## src/rtl/uart_pkg.sv

```systemverilog
// Shared types and constants for the UART core: parity modes, engine states,
// oversampling constants and the parity helper.
package uart_pkg;
  typedef enum logic [1:0] {PAR_NONE = 2'd0, PAR_EVEN = 2'd1, PAR_ODD = 2'd2} parity_e;
  typedef enum logic [2:0] {S_IDLE, S_START, S_DATA, S_PARITY, S_STOP} uart_state_e;

  localparam int OVERSAMPLE = 16;
  localparam int MID_SAMPLE = 8;

  // mode 2'b11 is reserved and behaves like "no parity"
  function automatic parity_e par_decode(input logic [1:0] m);
    case (m)
      2'b01:   return PAR_EVEN;
      2'b10:   return PAR_ODD;
      default: return PAR_NONE;
    endcase
  endfunction

  // parity bit that makes the count of ones over data+parity even (or odd)
  function automatic logic par_bit(input parity_e p, input logic [7:0] d);
    return (p == PAR_ODD) ? ~^d : ^d;
  endfunction
endpackage

```

## src/rtl/uart_core_param_if.sv

```systemverilog
// CPU-side register/FIFO bus of the UART core; master = MMIO decoder side,
// slave = UART core.
interface uart_core_param_if #(
  parameter int FIFO_DEPTH = 16,
  parameter int DIV_W      = 16
);
  localparam int CW = $clog2(FIFO_DEPTH) + 1;

  logic [DIV_W-1:0] baud_div;
  logic [1:0]       parity_mode;
  logic             tx_wen;
  logic [7:0]       tx_din;
  logic             tx_full;
  logic             tx_empty;
  logic             rx_ren;
  logic [7:0]       rx_dout;
  logic             rx_data_present;
  logic [CW-1:0]    rx_count;
  logic             frame_err;
  logic             overrun;
  logic             parity_err;
  logic             err_clr;

  modport master (
    output baud_div, parity_mode, tx_wen, tx_din, rx_ren, err_clr,
    input  tx_full, tx_empty, rx_dout, rx_data_present, rx_count,
           frame_err, overrun, parity_err
  );

  modport slave (
    input  baud_div, parity_mode, tx_wen, tx_din, rx_ren, err_clr,
    output tx_full, tx_empty, rx_dout, rx_data_present, rx_count,
           frame_err, overrun, parity_err
  );
endinterface

```

## src/rtl/uart_sync_fifo.sv

```systemverilog
// Synchronous first-word-fall-through FIFO with occupancy count.
// A pop on empty is ignored; a push on full lands only if a pop frees a slot that clk.
module uart_sync_fifo #(
  parameter int WIDTH = 8,
  parameter int DEPTH = 16
) (
  input  logic                       clk,
  input  logic                       Rst,
  input  logic                       wr_en,
  input  logic [WIDTH-1:0]           din,
  input  logic                       rd_en,
  output logic [WIDTH-1:0]           dout,
  output logic                       empty,
  output logic                       full,
  output logic [$clog2(DEPTH):0]     count
);
  localparam int AW = $clog2(DEPTH);
  localparam int CW = AW + 1;

  logic [WIDTH-1:0] mem [DEPTH];
  logic [AW-1:0]    wr_ptr, rd_ptr;
  logic [CW-1:0]    cnt;
  logic             do_push, do_pop;

  assign empty   = (cnt == '0);
  assign full    = (cnt == CW'(DEPTH));
  assign do_pop  = rd_en && !empty;
  assign do_push = wr_en && (!full || do_pop);
  assign dout    = empty ? '0 : mem[rd_ptr];
  assign count   = cnt;

  always_ff @(posedge clk) begin
    if (!Rst) begin
      wr_ptr <= '0;
      rd_ptr <= '0;
      cnt    <= '0;
    end else begin
      if (do_push) wr_ptr <= wr_ptr + AW'(1);
      if (do_pop)  rd_ptr <= rd_ptr + AW'(1);
      cnt <= cnt + CW'(do_push) - CW'(do_pop);
    end
  end

  always_ff @(posedge clk)
    if (do_push) mem[wr_ptr] <= din;
endmodule

```

## src/rtl/uart_core_param.sv

```systemverilog
// Full-duplex UART: runtime 16x baud tick, RX/TX engines, RX/TX FWFT FIFOs, sticky errors.
// Define UART_PARITY_EN to add the parity state and honour parity_mode.
module uart_core_param
  import uart_pkg::*;
#(
  parameter int FIFO_DEPTH = 16,
  parameter int DIV_W      = 16,
  parameter int STOP_BITS  = 1
) (
  input  logic               clk,
  input  logic               Rst,
  input  logic               rx,
  output logic               tx,
  uart_core_param_if.slave   bus
);
  localparam int CW         = $clog2(FIFO_DEPTH) + 1;
  localparam int STOP_TICKS = OVERSAMPLE * STOP_BITS;

  // ---------------- baud tick ----------------
  logic [DIV_W-1:0] tick_cnt;
  logic             tick;

  assign tick = (tick_cnt >= bus.baud_div);

  always_ff @(posedge clk) begin
    if (!Rst) tick_cnt <= '0;
    else      tick_cnt <= tick ? '0 : tick_cnt + DIV_W'(1);
  end

  // ---------------- TX ----------------
  logic [7:0]    tx_head;
  logic          txf_empty, txf_full, tx_pop, tx_bit_end, tx_r;
  logic [CW-1:0] unused_tx_cnt;
  uart_state_e   tx_st;
  logic [4:0]    tx_tc;
  logic [2:0]    tx_bi;
  logic [7:0]    tx_sh;
`ifdef UART_PARITY_EN
  parity_e       tx_pm;
  logic          tx_par;
`endif

  uart_sync_fifo #(.WIDTH(8), .DEPTH(FIFO_DEPTH)) u_tx_fifo (
    .clk(clk), .Rst(Rst), .wr_en(bus.tx_wen), .din(bus.tx_din), .rd_en(tx_pop),
    .dout(tx_head), .empty(txf_empty), .full(txf_full), .count(unused_tx_cnt)
  );

  assign tx_bit_end = (tx_tc == ((tx_st == S_STOP) ? 5'(STOP_TICKS - 1) : 5'(OVERSAMPLE - 1)));
  // a new frame starts from IDLE or straight out of STOP, so there is no idle gap
  assign tx_pop = tick && !txf_empty &&
                  ((tx_st == S_IDLE) || (tx_st == S_STOP && tx_bit_end));

  always_ff @(posedge clk) begin
    if (!Rst) begin
      tx_st <= S_IDLE;
      tx_tc <= '0;
      tx_bi <= '0;
      tx_sh <= '0;
      tx_r  <= 1'b1;
`ifdef UART_PARITY_EN
      tx_pm  <= PAR_NONE;
      tx_par <= 1'b0;
`endif
    end else if (tick) begin
      tx_tc <= (tx_st == S_IDLE || tx_bit_end) ? '0 : tx_tc + 5'd1;
      case (tx_st)
        S_START: if (tx_bit_end) begin
          tx_st <= S_DATA;
          tx_bi <= '0;
          tx_r  <= tx_sh[0];
        end
        S_DATA: if (tx_bit_end) begin
          tx_bi <= tx_bi + 3'd1;
          tx_sh <= {1'b0, tx_sh[7:1]};
          tx_r  <= tx_sh[1];
          if (tx_bi == 3'd7) begin
            tx_st <= S_STOP;
            tx_r  <= 1'b1;
`ifdef UART_PARITY_EN
            if (tx_pm != PAR_NONE) begin
              tx_st <= S_PARITY;
              tx_r  <= tx_par;
            end
`endif
          end
        end
`ifdef UART_PARITY_EN
        S_PARITY: if (tx_bit_end) begin
          tx_st <= S_STOP;
          tx_r  <= 1'b1;
        end
`endif
        S_STOP:  if (tx_bit_end) tx_st <= S_IDLE;
        default: tx_st <= S_IDLE;
      endcase
      if (tx_pop) begin
        tx_st <= S_START;
        tx_sh <= tx_head;
        tx_r  <= 1'b0;
`ifdef UART_PARITY_EN
        tx_pm  <= par_decode(bus.parity_mode);
        tx_par <= par_bit(par_decode(bus.parity_mode), tx_head);
`endif
      end
    end
  end

  assign tx           = tx_r;
  assign bus.tx_full  = txf_full;
  assign bus.tx_empty = txf_empty && (tx_st == S_IDLE);

  // ---------------- RX ----------------
  logic [1:0]  rx_sync;
  logic        rx_s, rx_d, rx_samp, rx_push, rxf_empty, rxf_full;
  uart_state_e rx_st;
  logic [3:0]  rx_tc;
  logic [2:0]  rx_bi;
  logic [7:0]  rx_sh;
  logic        fe_r, ov_r;
`ifdef UART_PARITY_EN
  parity_e     rx_pm;
  logic        pe_r;
`endif

  always_ff @(posedge clk) begin
    if (!Rst) begin
      rx_sync <= 2'b11;
      rx_d    <= 1'b1;
    end else begin
      rx_sync <= {rx_sync[0], rx};
      rx_d    <= rx_sync[1];
    end
  end

  assign rx_s    = rx_sync[1];
  assign rx_samp = tick && (rx_st != S_IDLE) &&
                   (rx_tc == ((rx_st == S_START) ? 4'(MID_SAMPLE - 1) : 4'(OVERSAMPLE - 1)));
  assign rx_push = rx_samp && (rx_st == S_STOP) && rx_s;

  uart_sync_fifo #(.WIDTH(8), .DEPTH(FIFO_DEPTH)) u_rx_fifo (
    .clk(clk), .Rst(Rst), .wr_en(rx_push), .din(rx_sh), .rd_en(bus.rx_ren),
    .dout(bus.rx_dout), .empty(rxf_empty), .full(rxf_full), .count(bus.rx_count)
  );

  always_ff @(posedge clk) begin
    if (!Rst) begin
      rx_st <= S_IDLE;
      rx_tc <= '0;
      rx_bi <= '0;
      rx_sh <= '0;
`ifdef UART_PARITY_EN
      rx_pm <= PAR_NONE;
`endif
    end else begin
      case (rx_st)
        S_IDLE: if (rx_d && !rx_s) begin
          rx_st <= S_START;
          rx_tc <= '0;
`ifdef UART_PARITY_EN
          rx_pm <= par_decode(bus.parity_mode);
`endif
        end
        default: if (tick) begin
          rx_tc <= rx_samp ? '0 : rx_tc + 4'd1;
          if (rx_samp) begin
            case (rx_st)
              // a start bit that is high again at mid-bit was a glitch
              S_START: begin
                rx_bi <= '0;
                rx_st <= rx_s ? S_IDLE : S_DATA;
              end
              S_DATA: begin
                rx_sh <= {rx_s, rx_sh[7:1]};
                rx_bi <= rx_bi + 3'd1;
                if (rx_bi == 3'd7) begin
                  rx_st <= S_STOP;
`ifdef UART_PARITY_EN
                  if (rx_pm != PAR_NONE) rx_st <= S_PARITY;
`endif
                end
              end
`ifdef UART_PARITY_EN
              S_PARITY: rx_st <= S_STOP;
`endif
              default: rx_st <= S_IDLE;
            endcase
          end
        end
      endcase
    end
  end

  // sticky errors; err_clr beats a set in the same clk
  always_ff @(posedge clk) begin
    if (!Rst || bus.err_clr) begin
      fe_r <= 1'b0;
      ov_r <= 1'b0;
`ifdef UART_PARITY_EN
      pe_r <= 1'b0;
`endif
    end else begin
      if (rx_samp && rx_st == S_STOP && !rx_s)   fe_r <= 1'b1;
      if (rx_push && rxf_full && !bus.rx_ren)    ov_r <= 1'b1;
`ifdef UART_PARITY_EN
      if (rx_samp && rx_st == S_PARITY && rx_s != par_bit(rx_pm, rx_sh)) pe_r <= 1'b1;
`endif
    end
  end

  assign bus.frame_err       = fe_r;
  assign bus.overrun         = ov_r;
  assign bus.rx_data_present = !rxf_empty;
`ifdef UART_PARITY_EN
  assign bus.parity_err = pe_r;
`else
  logic unused_pm;
  assign unused_pm      = ^bus.parity_mode;
  assign bus.parity_err = 1'b0;
`endif
endmodule

```

## src/flat_wrapper.sv

```systemverilog
// flat-port wrapper written by rule: the top's interface ports become plain ports
module uart_core_param_flat import uart_pkg::*;
#(
  parameter int FIFO_DEPTH = 16,
  parameter int DIV_W      = 16,
  parameter int STOP_BITS  = 1
)
  (clk, Rst, rx, tx, bus_baud_div, bus_parity_mode, bus_tx_wen, bus_tx_din, bus_rx_ren, bus_err_clr, bus_tx_full, bus_tx_empty, bus_rx_dout, bus_rx_data_present, bus_rx_count, bus_frame_err, bus_overrun, bus_parity_err);
  uart_core_param_if #(.FIFO_DEPTH(FIFO_DEPTH), .DIV_W(DIV_W)) bus_i ();
  input  logic clk;
  input  logic Rst;
  input  logic rx;
  output logic tx;
  input wire logic [$bits(bus_i.baud_div)-1:0] bus_baud_div;
  input wire logic [$bits(bus_i.parity_mode)-1:0] bus_parity_mode;
  input wire logic [$bits(bus_i.tx_wen)-1:0] bus_tx_wen;
  input wire logic [$bits(bus_i.tx_din)-1:0] bus_tx_din;
  input wire logic [$bits(bus_i.rx_ren)-1:0] bus_rx_ren;
  input wire logic [$bits(bus_i.err_clr)-1:0] bus_err_clr;
  output wire logic [$bits(bus_i.tx_full)-1:0] bus_tx_full;
  output wire logic [$bits(bus_i.tx_empty)-1:0] bus_tx_empty;
  output wire logic [$bits(bus_i.rx_dout)-1:0] bus_rx_dout;
  output wire logic [$bits(bus_i.rx_data_present)-1:0] bus_rx_data_present;
  output wire logic [$bits(bus_i.rx_count)-1:0] bus_rx_count;
  output wire logic [$bits(bus_i.frame_err)-1:0] bus_frame_err;
  output wire logic [$bits(bus_i.overrun)-1:0] bus_overrun;
  output wire logic [$bits(bus_i.parity_err)-1:0] bus_parity_err;
  assign bus_i.baud_div = bus_baud_div;
  assign bus_i.parity_mode = bus_parity_mode;
  assign bus_i.tx_wen = bus_tx_wen;
  assign bus_i.tx_din = bus_tx_din;
  assign bus_i.rx_ren = bus_rx_ren;
  assign bus_i.err_clr = bus_err_clr;
  assign bus_tx_full = bus_i.tx_full;
  assign bus_tx_empty = bus_i.tx_empty;
  assign bus_rx_dout = bus_i.rx_dout;
  assign bus_rx_data_present = bus_i.rx_data_present;
  assign bus_rx_count = bus_i.rx_count;
  assign bus_frame_err = bus_i.frame_err;
  assign bus_overrun = bus_i.overrun;
  assign bus_parity_err = bus_i.parity_err;
  uart_core_param #(.FIFO_DEPTH(FIFO_DEPTH), .DIV_W(DIV_W), .STOP_BITS(STOP_BITS)) u_core (.clk(clk), .Rst(Rst), .rx(rx), .tx(tx), .bus(bus_i));
endmodule
```

## config.mk

```make
export PLATFORM = sky130hd
export DESIGN_NAME = uart_core_param_flat
export DESIGN_NICKNAME = d
export VERILOG_FILES = /design/src/rtl/uart_pkg.sv /design/src/rtl/uart_core_param_if.sv /design/src/rtl/uart_sync_fifo.sv /design/src/rtl/uart_core_param.sv /design/src/flat_wrapper.sv
export SDC_FILE = /design/constraint.sdc
export NUM_CORES = 1
export LEC_CHECK = 0
export CORE_MARGIN = 1.5
export CORE_UTILIZATION = 55
export DETAILED_ROUTE_END_ITERATION = 8
export PLACE_DENSITY = 0.86
export SETUP_SLACK_MARGIN = 0.15
export SKIP_CTS_REPAIR_TIMING = 1
export SLEW_MARGIN = 0
export SYNTH_ARGS = -nofsm -noshare
export SYNTH_HDL_FRONTEND = slang
export SYNTH_HIERARCHICAL = 1
export SYNTH_SLANG_ARGS = --single-unit
```

## constraint.sdc

```tcl
create_clock -name clk -period 4.8 [get_ports clk]
set_clock_uncertainty 0.05 [all_clocks]
set_input_delay 1.44 -clock clk [delete_from_list [all_inputs] [get_ports clk]]
set_output_delay 1.44 -clock clk [all_outputs]
set_load 0.05 [all_outputs]
```

==> results.yml, run 1 <==
outcome:
  status: "complete, no violations"
die:
  core_mm2: 0.0268
  num_rows: 60
  die_y_um: 168
  design.portCount: 52
  die_area_mm2: 0.0281
  dieWidth_um: 168
  start_util_pct: 55.6
place:
  hpwl_um: 18600
  pre_cts_ws_ns: -0.462
  port_buffers: 48
  dp.cells: 1396
  gp_congestion: 0.786
logic_synthesis:
  ys_seq_area_share_pct: 64.0
  synth_fp_nets: 1075
  ys_warn_count: 6
  ys_async_sr_fraction_pct: 0
  syn_area_mm2: 0.0149
  synth-seq-cells: 349
  synth.distinct_cells: 64
  syn_area_per_cell_um2: 15.0
  synth_ff_type: "edfxtp_1"
  netlist_instances: 995
  synth_edf_count: 256
run:
  maxCapViolCount: 0
critical_path:
  crit_chain: "clkdlybuf4s50_1, ha_1, nand2b_1, a2111oi_1, buf_4, nand3b_4, buf_4, nand3_4, nand2_4, inv_4, o21a_4, inv_4, ha_4, inv_2, ha_4, inv_2, fa_2, nand2b_4, a21oi_2, o21ai_1, and3b_1"
  rr_worst_depth: 21
  path_buf_inv: 7
  crit_arrival_ns: 4.96
  startpoint_type: "primary input"
  r2r_start: "u_core/tick_cnt[0]"
  crit_fanout: 5
  crit_cells: 21
  max_stage_delay_ns: 0.43
  crit_path_start: "bus_baud_div[0]"
  critPathKind: "in2reg"
  critPathSlowestCell: "a2111oi_1"
  cp_top_family: "buffers and inverters"
  critPathCaptureType: "register"
  required_ns: 5.17
sta:
  hold_violations: 0
  fmax_mhz: 218
  timing.final.crit_share_pct: 95.6
  rsz0062_at_grt: "true"
  setup_viol: 0
  finalMaxSlewViolations: 0
  relSlewSlack_pct: 13.9
  worst_pin_slew_ns: 1.29
  period_minus_slack_ns: 4.59
  fin_ws_ns: 0.211
  finalSetupTns_ns: 0
grt:
  grt_pass1_vias: 8633
  grt_first_pass_wirelength_um: 46800
  grt_max_degree: 66
  antenna_found_initial: 0
  overflow: 0
  grt_usage_pct: 21.5
drt:
  wl_per_cell_um: 20.5
  drc: 0
  routed_wl_um: 30200
  final_antenna_net_count: 0
  avgViaCountPerCell: 5.84
  drtIter0Drc: 846
  firstDrtPassIters: 5
  num_vias: 8580
final_layout:
  fill_cells: 1803
  seqCellArea_mm2: 0.00955
  drive_above_1_share_pct: 19.2
  fin_cells: 1469
  syn2layout_area_growth_pct: 17.0
  num-nets-final: 1180
  multi_input_area_mm2: 0.00508
  fin_util_pct: 65.1
  n_antenna_cell: 0
worst_hold_path:
  min_path_cells: 1
  hp-class: "reg2reg"
  min_from: "u_core/rx_sync[0]"
clock_network:
  htree_levels: 2
  worstSkewPairLatency_ns: 0.53
  cts_tree: "built"
  cts_made_buffers: 37
  cts-root-buf: "clkbuf_16"
  clkTransAtPathRegs_ns: 0.06
  cts.path.max_buffers: 3
  clock-sinks: 349
pwr:
  p_leak_nw: 6.53
  peakVddDrop_mv: 0.328
  power.density_mw_per_mm2: 412
  p_total_mw: 7.18
==> flip-flops by register name, indices dropped and copies added, names as in the netlist, named ones only <==
name / cells
u_core/u_tx_fifo/wr_ptr: 4
u_core/bus.overrun: 1
u_core/tick_cnt: 16
u_core/u_rx_fifo/count: 5
u_core/rx_sync: 2
u_core/u_tx_fifo/count: 5
u_core/tx_bi: 3
u_core/rx_sh: 8
u_core/tx: 1
u_core/tx_tc: 5
u_core/u_rx_fifo/mem: 128
u_core/u_rx_fifo/wr_ptr: 4
u_core/rx_st: 3
u_core/rx_d: 1
u_core/tx_sh: 8
u_core/rx_bi: 3
u_core/u_rx_fifo/rd_ptr: 4
u_core/u_tx_fifo/mem: 128
u_core/rx_tc: 4
u_core/bus.frame_err: 1
u_core/tx_st: 3
u_core/u_tx_fifo/rd_ptr: 4
==> metrics by stage <==
step	hold slack, ns	instance area, um2
final	0.412	17400
after global routing	0.429	17400
after CTS	0.418	17300
after detailed placement	0.392	16100
after global placement	0.393	16100
after floorplan	0.336	15100
==> synthesized netlist by cell type, types with 3 or more instances <==
library cell	n	share of area, %
o21a_1	3	0.15
nor3b_1	3	0.15
mux2i_1	20	1.3
mux4_1	26	4.6
or3_1	7	0.29
buf_4	5	0.25
mux2_2	16	1.2
and3_1	10	0.42
buf_2	13	0.44
or4b_1	3	0.20
a21o_1	5	0.25
nand4_1	3	0.13
nand2b_1	13	0.55
o21ai_1	10	0.34
buf_6	8	0.60
mux4_2	38	5.7
nor2b_1	9	0.38
xnor2_1	16	0.94
a31oi_1	12	0.50
a32o_1	4	0.27
dfxtp_1	93	12
xor2_1	12	0.70
ha_1	46	3.9
nand3_1	45	1.5
clkbuf_1	21	0.53
a21oi_1	33	1.1
nor3_1	18	0.60
nor2_1	57	1.4
inv_1	46	1.2
o211ai_1	4	0.20
edfxtp_1	256	52
o21ai_0	43	1.4
and2_1	21	0.88
nand2_1	39	0.98
==> per-layer routing <==
layer / GRT usage, % / vias to the layer above / wire length [um]
li1: - / 4008 / -
met1: 27.9 / 4283 / 12500
met2: 37.7 / 233 / 15500
met3: 3.31 / 56 / 1480
met4: 6.42 / 0 / 653
met5: 0 / - / 0
==> cell families (layout without fill, tap and decap cells) <==
family | after synthesis | in the layout | share of synthesized area [%]
AOI/OAI and AO/OA | 131 | 131 | 5.56
xor gates and xnor gates | 28 | 28 | 1.64
adders and majority gates | 48 | 48 | 4.13
buffers and inverters | 96 | 229 | 3.27
DFF | 349 | 349 | 64.0
muxes | 100 | 100 | 12.9
other | 1 | 1 | 0.0252
and+or+nand+nor | 242 | 242 | 8.45
==> worst paths after layout <==
kind | end | slack [ns]
max | u_core/u_tx_fifo/count[4] | 0.21
min | u_core/rx_sync[1] | 0.41
max reg2reg | u_core/u_tx_fifo/count[4] | 1.09
min reg2reg | u_core/rx_sync[1] | 0.41
==> layout make-up <==
class | count | share of cell area, %
clock buffers | 52 | 5.99
multi-input cells | 550 | 29.1
flip-flops and latches | 349 | 54.8
well taps | 341 | 2.45
repair buffers | 116 | 5.74
inverters | 46 | 1.08
clock inverters | 15 | 0.868
==> cells in the final DEF, fill, tap and decap left out, types with 8 or more instances in the layout <==
master	count
a21oi_1	29
nand2b_1	12
o21ai_1	11
buf_4	71
nor2_1	57
mux4_2	38
nand2_1	37
nor3_1	17
mux2i_1	20
nor2b_1	9
clkbuf_16	39
edfxtp_1	256
ha_1	37
ha_4	8
mux2_2	16
clkdlybuf4s50_1	35
o21ai_0	42
dfxtp_1	93
xor2_1	12
xnor2_1	16
and3_1	10
and2_1	21
clkbuf_1	11
inv_1	38
mux4_1	26
nand3_1	44
dlymetal6s2s_1	9
a31oi_1	11
==> worst reg2reg max path: stages (launching register included) <==
cell and delay (ns):
dfxtp_1 0.40, inv_1 0.06, ha_1 0.26, nand2b_1 0.14, a2111oi_1 0.43, buf_4 0.18
nand3b_4 0.13, buf_4 0.17, nand3_4 0.10, nand2_4 0.10, inv_4 0.05, o21a_4 0.21
inv_4 0.07, ha_4 0.19, inv_2 0.06, ha_4 0.12, inv_2 0.04, fa_2 0.33
nand2b_4 0.15, a21oi_2 0.15, o21ai_1 0.08, and3b_1 0.16
==> where the power goes <==
part | switching, mW | leakage, nW | internal [mW]
clock | 1.15 | 0.583 | 1.64
combinational | 0.591 | 2.55 | 0.430
sequential | 0.0583 | 3.40 | 3.30
total | 1.80 | 6.53 | 5.37
No activity file was read; power rests on OpenSTA's default activity.
==> run 2: changes to the inputs <==
--- a/config.mk
+++ b/config.mk
@@ -14,5 +14,4 @@
 export SLEW_MARGIN = 0
 export SYNTH_ARGS = -nofsm -noshare
 export SYNTH_HDL_FRONTEND = slang
-export SYNTH_HIERARCHICAL = 1
 export SYNTH_SLANG_ARGS = --single-unit
==> results.yml, run 2 <==
outcome:
  status: "complete, no violations"
clock_network:
  cts_tree: "built"
  cts-root-buf: "clkbuf_16"
  clkTransAtPathRegs_ns: 0.06
  cts.path.max_buffers: 3
  clock-sinks: 349
  cts_made_buffers: 35
  htree_levels: 2
  worstSkewPairLatency_ns: 0.51
die:
  die_area_mm2: 0.0279
  design.portCount: 52
  die_y_um: 167
  dieWidth_um: 167
  start_util_pct: 56.5
  core_mm2: 0.0262
  num_rows: 59
drt:
  drc: 0
  avgViaCountPerCell: 6.14
  drtIter0Drc: 824
  firstDrtPassIters: 5
  final_antenna_net_count: 0
  routed_wl_um: 30100
  num_vias: 8510
  wl_per_cell_um: 21.7
logic_synthesis:
  synth.distinct_cells: 73
  synth.top_cell.area_share_pct: 51.9
  synth-seq-cells: 349
  synth_fp_nets: 1026
  synth_edf_count: 256
  ys_seq_area_share_pct: 64.5
  synthTopCellsByArea: "edfxtp_1, dfxtp_1, mux4_2"
  yosysMostFrequentCell: "edfxtp_1"
  synthTopCellsByCount: "edfxtp_1, dfxtp_1, mux4_2"
  yosysTopAreaCell: "edfxtp_1"
  ys_warn_count: 0
  synth_ff_type: "edfxtp_1"
  syn_area_mm2: 0.0148
  ys_async_sr_fraction_pct: 0
  syn_area_per_cell_um2: 15.6
  netlist_instances: 947
final_layout:
  syn2layout_area_growth_pct: 13.9
  reg_top3: "u_core.u_rx_fifo.mem: 128 flops, u_core.u_tx_fifo.mem: 128 flops, u_core.tick_cnt: 16 flops"
  num-nets-final: 1108
  fin_cells: 1387
  layout_commonest_cell: "edfxtp_1"
  drive_above_1_share_pct: 17.2
  final_cell_mix: "edfxtp_1, dfxtp_1, mux4_2"
  n_antenna_cell: 0
grt:
  grt_pass1_vias: 8590
  grt_first_pass_wirelength_um: 47800
  antenna_found_initial: 0
  grt_max_degree: 35
  overflow: 0
  grt_usage_pct: 22.4
place:
  hpwl_um: 19600
  dp.cells: 1326
  pre_cts_ws_ns: -0.179
  port_buffers: 48
  gp_congestion: 0.801
run:
  maxCapViolCount: 0
critical_path:
  path_buf_inv: 2
  critPathKind: "reg2out"
  critPathCaptureType: "output port"
  cp_top_family: "multiplexers"
  crit_chain: "buf_12, mux4_2, mux4_2, and2_1, clkdlybuf4s50_1"
  required_ns: 3.31
  crit_fanout: 32
  startpoint_type: "register"
  timing.critical_path.mode_cell: "mux4_2"
  critPathSlowestCell: "clkdlybuf4s50_1"
  crit_arrival_ns: 3.06
  max_stage_delay_ns: 0.70
pwr:
  internal-power_mw: 5.17
  p_total_mw: 6.92
  clockPowerShare_pct: 36.3
  p_comb_share_pct: 15.3
  peakVddDrop_mv: 0.340
  p_leak_nw: 6.10
  switchingPower_mw: 1.75
  power.density_mw_per_mm2: 410
  pwr-share-seq_pct: 48.5
  power.share.switching_pct: 25.2
sta:
  worst_pin_slew_ns: 1.08
  fin_ws_ns: 0.245
  hold_violations: 0
  period_minus_slack_ns: 4.55
  fmax_mhz: 220
  timing.final.crit_share_pct: 94.9
  relSlewSlack_pct: 28.1
  rsz0062_at_grt: "false"
  finalSetupTns_ns: 0
  finalMaxSlewViolations: 0
  setup_viol: 0
worst_hold_path:
  hp-class: "reg2reg"
[run 2: per-layer routing]
layer | vias up | routed length (um) | track usage (%)
li1 | 3857 | - | -
met1 | 4312 | 11700 | 27.9
met2 | 280 | 16100 | 40.4
met3 | 61 | 1480 | 3.12
met4 | 0 | 816 | 7.51
met5 | - | 0 | 0
[run 2: power by group through the flow]
stage | Clock [mW] | Combinational [mW] | Sequential, mW
floorplan | 0 | 0.657 | 3.46
global placement | 0 | 1.01 | 3.41
detailed placement | 0 | 1.05 | 3.42
CTS | 2.56 | 1.06 | 3.36
global route | 2.67 | 1.15 | 3.36
finish | 2.51 | 1.06 | 3.36
[run 2: worst paths after layout]
check | from | end | slack, ns | depth (start not counted)
max | register | bus_rx_dout[1] | 0.25 | 5
min | u_core.rx_sync[0] | u_core.rx_sync[1] | 0.37 | 1
max reg2reg | u_core.tick_cnt[0] | u_core.u_rx_fifo.count[4] | 1.23 | 16
min reg2reg | u_core.rx_sync[0] | u_core.rx_sync[1] | 0.37 | 1
[run 2: through the flow]
stage / util (%) / cell area, um2 / hold slack, ns
after floorplan: - / 14800 / 0.336
after CTS: 64.2 / 16800 / 0.377
after detailed placement: 60.3 / 15800 / 0.366
after global routing: 64.4 / 16900 / 0.394
after global placement: 60.3 / 15800 / 0.376
final: 64.4 / 16900 / 0.368
[run 2: kinds of logic (layout without fill, tap and decap cells)]
logic type / after synthesis / after routing / synth area share [%]
AOI/OAI and AO/OA: 125 / 125 / 5.58
xor gates and xnor gates: 24 / 24 / 1.42
adders and majority gates: 47 / 47 / 4.07
buffers and inverters: 91 / 196 / 2.79
DFF: 349 / 349 / 64.5
muxes: 85 / 85 / 12.8
other: 1 / 1 / 0.0253
and+or+nand+nor: 225 / 225 / 8.85
[run 2: layout make-up]
class	instances	area, um2
Tap cell	335	419
Clock inverter	11	51.3
Clock buffer	49	991
Sequential cell	349	9550
Multi-Input combinational cell	507	4870
Inverter	47	176
Fill cell	1768	9340
Timing Repair Buffer	89	803
==> variant: new RTL, flow settings as in run 2 <==
Build with the macro `UART_PARITY_EN` defined.
--- a/src/rtl/uart_core_param.sv
+++ b/src/rtl/uart_core_param.sv
@@ -1,5 +1,7 @@
 // Full-duplex UART: runtime 16x baud tick, RX/TX engines, RX/TX FWFT FIFOs, sticky errors.
 // Define UART_PARITY_EN to add the parity state and honour parity_mode.
+`define UART_PARITY_EN
+
 module uart_core_param
   import uart_pkg::*;
 #(
Formal check against the unedited RTL: same outputs for any inputs over 10 cycles, from zero or initial values and one cycle with Rst low; that may be too few to reach the edited logic, so the function may still have changed.
==> variant against run 2 <==
Clock power grew 16%; worst hold slack lost 0.0010 ns; first-iteration DRC count shrank 9.6%; routed wire length shrank 0.35%; power grew 13%; critical endpoint is now u_core.u_rx_fifo.count[4]; die area grew 1.2%; sequential cell count grew 6; core utilization grew 0.41 points; combinational power grew 38%; synthesized area grew 1.2%; largest power group unchanged; maximum frequency shrank 0.52%; design area grew 3.2%; worst setup slack lost 0.024 ns; largest cell class unchanged.
==> variant: results (changes against run 2) <==
stage	metric	value	unit	change
clock_tree	cts_max_level	2		unchanged
yosys	ys_seq_area_share	64.5	%	about the same
yosys	syn_area_per_cell	14.7	µm²	was 15.6 µm²
critical_path	r2r_slack	1.11	ns	was 1.23 ns
yosys	ys_warn_count	0		unchanged
power	ir_drop	0.000389	V	was 0.000340 V
placement	dpl.hpwl	19300	µm	was 19600 µm
critical_path	worst_path_largest_cell_delay	0.40	ns	was 0.70 ns
grt	grt_usage	21.8	%	was 22.4%
sta	timing.hold.ws	0.367	ns	was 0.368 ns
critical_path	path_max_fanout	2		was 32
power	power.leakage	6.35	nW	was 6.10 nW
detailed_routing	drt_iter0_drc	745		was 824
power	p_clk	2.91	mW	was 2.51 mW
cells_and_area	fin_cells	1464		was 1387
cells_and_area	finalNetCount	1175		was 1108
die	start_util	55.8	%	was 56.5%
yosys	syn-num-nets	1098		was 1026
cells_and_area	top_regs	u_core.u_rx_fifo.mem x128, u_core.u_tx_fifo.mem x128, u_core.tick_cnt x16		unchanged
run_status	status	finished, final reports clean		unchanged
cells_and_area	multi_input_area	5010	µm²	was 4870 µm²
grt	grt_pass1_wl	47700	µm	was 47800 µm
placement	port_buffers	51		was 48
placement	place_congestion	0.792		was 0.801
placement	dpl_cell_area	16100	µm²	was 15800 µm²
yosys	synth_commonest_cells	edfxtp_1, dfxtp_1, nor2_1, mux4_2, nand2_1		was edfxtp_1, dfxtp_1, mux4_2, inv_1, nor2_1
sta	worstMarginPinSlew	0.991	ns	was 1.08 ns
detailed_routing	viasPerCell	5.90		was 6.14
critical_path	rr_worst_depth	19		was 16
yosys	synth-edff-count	256		unchanged
critical_path	crit_end	u_core.u_rx_fifo.count[4]		was bus_rx_dout[1]
clock_tree	clk_latency	0.51	ns	about the same
detailed_routing	wl	30000	µm	was 30100 µm
grt	grt_pass1_vias	8891		was 8590
placement	dp_cells	1399		was 1326
yosys	async_reset_ff_share	0	%	unchanged
yosys	synth_area_leaders	edfxtp_1, dfxtp_1, mux4_2		unchanged
yosys	ys_types	57		was 73
cells_and_area	fillers	1819		was 1768
clock_tree	cts_buffers	35		unchanged
cells_and_area	drive_above_1_share	16.5	%	was 17.2%
-- variant: cell count changes after synthesis, moves of 9 or more --
cell | run 2 | this run
inv_1 | 47 | 38
mux2i_1 | 5 | 18
mux4_1 | 11 | 0
nand2_1 | 22 | 68
nand3_1 | 34 | 22
nor2_1 | 47 | 98
nor2b_1 | 7 | 18
o21ai_0 | 27 | 5
xnor2_1 | 8 | 26
-- variant: cells by family (layout without fill, tap and decap cells) --
logic type	after synthesis	count (layout)	share of synthesized area, %
mux	94	94	12.6
flops	355	355	64.5
xor+xnor	47	47	2.75
buf+inv	87	191	2.40
simple gates	292	292	9.50
compound gates	97	97	4.19
fa+ha+maj	47	47	4.02
-- variant: area by class of cell --
class / instances / area share [%]
clock buffers: 42 / 5.53
flip-flops and latches: 355 / 55.6
inverters: 41 / 0.884
multi-input cells: 577 / 28.8
repair buffers: 86 / 5.15
well taps: 341 / 2.45
clock inverters: 22 / 1.62
-- variant: through the flow --
stage | worst slack (ns) | total power [mW] | TNS [ns]
after detailed placement | -0.384 | 4.93 | -1.89
after CTS | 0.00733 | 7.83 | 0
final | 0.222 | 7.79 | 0
after global placement | -0.313 | 4.89 | -0.971
after global routing | 0.0632 | 8.06 | 0
after floorplan | 0.180 | 4.47 | 0
-- variant: worst max-delay path: cells and delay by family --
family,cells,cell delay [ns]
adder cells (fa/ha/maj),4,0.96
AO/OA/AOI/OAI,7,1.29
AND/OR/NAND/NOR,4,0.61
buffers and inverters,4,0.66
-- variant: layer usage --
metal	wire (µm)	GRT usage [%]	share of wire, %
met1	11700	26.8	39
met2	16100	39.8	54
met3	1560	3.41	5.2
met4	630	6.72	2.1
met5	0	0	0
